### src/rtl/pattern_loader.sv
// rtl/pattern_loader.sv - streams a stored tile pattern (or zeros) into an array, one handshaked write per tile
module pattern_loader #(
  parameter int TILE_W       = 16,
  parameter int NUM_TILES    = 4,
  parameter int NUM_PATTERNS = 2,
  parameter logic [NUM_PATTERNS*NUM_TILES*TILE_W-1:0] PATTERN_INIT =
    128'h0000_0000_0000_0000_033E_0886_0000_6E88,
  localparam int POS_W = ($clog2(NUM_TILES) > 1) ? $clog2(NUM_TILES) : 1,
  localparam int SEL_W = ($clog2(NUM_PATTERNS) > 1) ? $clog2(NUM_PATTERNS) : 1
) (
  input  logic              clk,
  input  logic              reset,
  input  logic              debug,
  input  logic [SEL_W-1:0]  pattern_sel,
  input  logic              clear,
  input  logic              write_ready,
  output logic [POS_W-1:0]  pos,
  output logic [TILE_W-1:0] val,
  output logic              write_enb,
  output logic              busy,
  output logic              done
);

  typedef enum logic [1:0] {
    IDLE  = 2'd0,
    WRITE = 2'd1,
    DONE  = 2'd2
  } state_e;

  localparam logic [POS_W-1:0] LAST_IDX = POS_W'(NUM_TILES - 1);

  state_e              state_q, state_d;
  logic [POS_W-1:0]    idx_q, idx_d;
  logic [SEL_W-1:0]    sel_q, sel_d;
  logic                clr_q, clr_d;
  logic [TILE_W-1:0]   val_q, val_d;
  logic                we_q, we_d;
  logic                busy_q, busy_d;
  logic                done_q, done_d;
  logic                debug_q;
  logic                trigger;

  function automatic logic [TILE_W-1:0] tile_value(input logic [SEL_W-1:0] s,
                                                   input logic [POS_W-1:0] i);
    return PATTERN_INIT[(int'(s) * NUM_TILES + int'(i)) * TILE_W +: TILE_W];
  endfunction

  assign trigger = debug & ~debug_q;

  // State, write-presentation and edge-detect registers; reset aborts any load in flight.
  always_ff @(posedge clk or posedge reset) begin
    if (reset) begin
      state_q <= IDLE;
      idx_q   <= '0;
      sel_q   <= '0;
      clr_q   <= 1'b0;
      val_q   <= '0;
      we_q    <= 1'b0;
      busy_q  <= 1'b0;
      done_q  <= 1'b0;
      debug_q <= 1'b0;
    end else begin
      state_q <= state_d;
      idx_q   <= idx_d;
      sel_q   <= sel_d;
      clr_q   <= clr_d;
      val_q   <= val_d;
      we_q    <= we_d;
      busy_q  <= busy_d;
      done_q  <= done_d;
      debug_q <= debug;
    end
  end

  // Next state: latch the request on trigger, advance one tile per accepted write, pulse done.
  always_comb begin
    state_d = state_q;
    idx_d   = idx_q;
    sel_d   = sel_q;
    clr_d   = clr_q;
    val_d   = val_q;
    we_d    = we_q;
    busy_d  = busy_q;
    done_d  = 1'b0;
    unique case (state_q)
      IDLE: begin
        busy_d = 1'b0;
        we_d   = 1'b0;
        if (trigger) begin
          sel_d   = (int'(pattern_sel) >= NUM_PATTERNS) ? '0 : pattern_sel;
          clr_d   = clear;
          idx_d   = '0;
          val_d   = clear ? '0 : tile_value(sel_d, '0);
          we_d    = 1'b1;
          busy_d  = 1'b1;
          state_d = WRITE;
        end
      end
      WRITE: begin
        if (we_q && write_ready) begin
          if (idx_q == LAST_IDX) begin
            we_d    = 1'b0;
            done_d  = 1'b1;
            state_d = DONE;
          end else begin
            idx_d = idx_q + 1'b1;
            val_d = clr_q ? '0 : tile_value(sel_q, idx_d);
          end
        end
      end
      DONE: begin
        busy_d  = 1'b0;
        state_d = IDLE;
      end
      default: begin
        state_d = IDLE;
        we_d    = 1'b0;
        busy_d  = 1'b0;
      end
    endcase
  end

  assign pos       = idx_q;
  assign val       = val_q;
  assign write_enb = we_q;
  assign busy      = busy_q;
  assign done      = done_q;

endmodule
### config.mk
export PLATFORM = sky130hd
export DESIGN_NAME = pattern_loader
export DESIGN_NICKNAME = d
export VERILOG_FILES = /design/src/rtl/pattern_loader.sv
export SDC_FILE = /design/constraint.sdc
export NUM_CORES = 1
export LEC_CHECK = 0
export CELL_PAD_IN_SITES_DETAIL_PLACEMENT = 0
export CELL_PAD_IN_SITES_GLOBAL_PLACEMENT = 1
export CORE_MARGIN = 2
export CORE_UTILIZATION = 35
export CTS_BUF_LIST = sky130_fd_sc_hd__clkbuf_8
export DETAILED_ROUTE_END_ITERATION = 10
export GPL_TIMING_DRIVEN = 1
export HOLD_SLACK_MARGIN = 0.02
export PLACE_DENSITY_LB_ADDON = 0.1
export SLEW_MARGIN = 20
export SYNTH_ARGS = -nofsm -noshare
export SYNTH_HDL_FRONTEND = slang
export SYNTH_SLANG_ARGS = --single-unit
### constraint.sdc
create_clock -name clk -period 1.8 [get_ports clk]
set_input_delay 0.27 -clock clk [delete_from_list [all_inputs] [get_ports clk]]
set_output_delay 0.27 -clock clk [all_outputs]
set_load 0.03 [all_outputs]
==> parameters.txt <==
Parameter                              Value

Worst setup path
  Element type at the critical path start ... flip-flop
  Endpoint of the lowest-slack register-to-register path ... pos[0]
  Setup slack, reg-to-reg ... 210 ps
  Worst endpoint required time ... 1530 ps
  Depth of the most critical reg-to-reg path ... 5
  Largest fanout on the critical path ... 6
  Beginning of the worst register-to-register path ... pos[0]
  Worst setup path category ... flip-flop to output pin
  Crit. End Element ... output pin
  Beginning of the critical path ... pos[0]
  Critical Path AT ... 1420 ps

Cells and area
  Share of final-layout standard cells stronger than drive strength 1 ... 18.3%
  Antenna Diode Count ... 0
  Top library cells by usage in the layout, fill and taps aside ... clkdlybuf4s50_1 (22), dfrtp_1 (15), nand2_1 (7)
  Syn-to-layout area delta ... 30.8%
  Number of nets in the final layout ... 103
  Count of non-filler cells in the finished layout ... 121
  Layout fillers ... 207
  Leading cell type in the layout, fill and taps excluded ... clkdlybuf4s50_1

Die
  Die width ... 51.5 um
  Floorplan die area ... 2650 um^2
  I/O Pins ... 27
  Die Y ... 51.5 um
  Core area ... 2170 um^2
  Cell Rows ... 17
  Initial core utilization ... 36.3%

Timing
  Relative max-transition margin ... 58.1%
  Post-route fraction of the period consumed by the critical path ... 93.8%
  Number of setup violations in the final report ... 0
  Skew final ... 2.70 ps
  Maximum clock frequency ... 0.593 GHz
  Final hold violation count ... 0
  Worst Tran Pin Value ... 628 ps
  Setup repair after global routing missed its margin ... no
  Max-slew violation count ... 0
  Final WS setup ... 112 ps
  Time the final worst path needs with I/O delays and setup ... 1690 ps
  Accumulated negative setup slack ... 0 ps

Routing
  Drt first-iter violations ... 3
  Count of unresolved DRC violations after routing ... 0
  Highest metal layer used by the detailed router ... met4
  Length of routed met3 wiring ... 67 um
  Wire length per cell after detailed routing ... 10.8 um
  Routed vias ... 533
  Final wirelength ... 1310 um
  Amount of wire on met2 after detailed routing ... 567 um
  Wl on met1 ... 654 um
  First-pass detailed-route iteration total ... 4
  Number of nets with antenna violations after detailed routing ... 0
  Via-to-Cell Ratio ... 4.40

CTS
  Later-pin clock latency in the skew report ... 240 ps
  Master cell of the clock root buffer ... clkbuf_8
  Htree depth ... 1
  CTS Hold Bufs ... 0
  Number of setup buffers added after CTS ... 0
  Resize count post-CTS ... 0
  Clock tree from TritonCTS ... built
  Number of clock sinks seen by CTS ... 15
  Inserted Clock Buffers ... 3
  Clk pin slew, worst setup/hold paths ... 60 ps
  CTS Buffer Depth ... 2

Place
  Number of I/O port buffers ... 22
  Final RePlAce weighted congestion ... 0.739
  Place WS ... 4.30 ps
  Detail Placement HPWL ... 1020 um
  Inst Count DP ... 117

Global route
  Largest net degree at the start of global routing ... 16
  All-Layer GR Usage ... 11.5%
  Number of antenna violations at the first check in global routing ... 0
  Total grt overflow ... 0
  Global-route wire length before repair ... 2210 um
  Number of global-route vias before repair ... 495

Yosys
  Avg Synthesized Cell Area ... 10.8 um^2
  Count of mapped cells out of synthesis ... 73
  Synthesized cell area ... 788 um^2
  Register bit count reported by yosys ... 15
  EDFF count, synth ... 0
  Asr flop ratio synth ... 100%
  Synth warn ... 0
  Most instantiated flip-flop cell in the synthesis netlist ... dfrtp_1
  Distinct cells, synth ... 29
  Part of the Yosys area used for sequential elements ... 47.6%

Power and ir drop
  Power density of the placed cells ... 1670 nW/um^2
  Design Power ... 0.00173 W
  Leak pwr ... 0.475 nW
  IR Drop Worst-Case VDD ... 0.000727 V

Job
  Number of max-capacitance violations reported ... 0

Status
  Result of the run ... finished clean

Worst hold path
  Hold Crit Class ... primary input to asynchronous set/reset pin
-- cells in the mapped netlist, drive strengths merged (2+ instances only) --
library cell   n  share of area (%)
dfrtp         15                 48
buf           12                 12
nor3           3                1.9
nand2b         2                1.6
nand2          7                3.3
ha             3                4.8
o22ai          2                2.4
and3           2                1.6
a21o           2                2.1
mux2           2                2.9
inv            2               0.95
a21oi          3                1.9
o21ai          7                6.3
-- worst max-delay path by stage --
| stage | endpoint | slack [ps] | depth (start not counted) |
|---|---|---|---|
| global route | pos[0] | 40 | 5 |
| CTS | pos[0] | 110 | 2 |
| finish | pos[0] | 110 | 2 |
| detailed placement | pos[0] | 4 | 5 |
| floorplan | pos[1] | 160 | 6 |
| global placement | pos[0] | 40 | 5 |
-- power breakdown --
group          leakage [nW]  total, W  internal (W)  switching, W
registers             0.192  0.000517      0.000444     0.0000729
clock network        0.0269  0.000259      0.000150      0.000108
logic                 0.256  0.000950      0.000408      0.000542
-- stage by stage --
step | area [um^2] | util [%] | hold slack [ps]
floorplan | 800 | - | 171
global placement | 986 | 45.4 | 471
detailed placement | 986 | 45.4 | 472
CTS | 1030 | 47.5 | 413
global route | 1030 | 47.5 | 453
finish | 1030 | 47.5 | 377
-- area by class of cell --
class | instances | area (um^2) | area share, %
Sequential cell | 15 | 375 | 36.4
Multi-Input combinational cell | 46 | 318 | 30.8
Timing Repair Buffer | 26 | 250 | 24.3
Clock buffer | 3 | 41.3 | 4.00
Tap cell | 28 | 35.0 | 3.40
Inverter | 2 | 7.51 | 0.728
Clock inverter | 1 | 3.75 | 0.364
-- critical path, stage by stage, from the launching register on --
cell and delay [ps]:
dfrtp_1 360, buf_4 150, clkdlybuf4s50_1 670
-- state kept, by name (all words and copies together) (netlist names) --
register	flops
debug_q	1
clr_q	1
pos	2
val	5
state_q	2
write_enb	1
busy	1
sel_q	1
done	1
-- per-layer routing --
metal  vias to the layer above  global-route usage (%)
li1                        277                       -
met1                       239                    16.2
met2                        15                    16.7
met3                         2                    1.75
met4                         0                    6.58
met5                         -                       0
-- cells by family after synthesis --
logic type               count (synthesis)  share of synthesized area (%)
multiplexers                             2                           2.86
AND/OR/NAND/NOR                         22                           17.1
flip-flops                              15                           47.6
adder cells (fa/ha/maj)                  3                           4.76
buffers and inverters                   15                           13.5
AO/OA/AOI/OAI                           15                           13.7
other                                    1                          0.476
(Power assumes the default switching activity.)
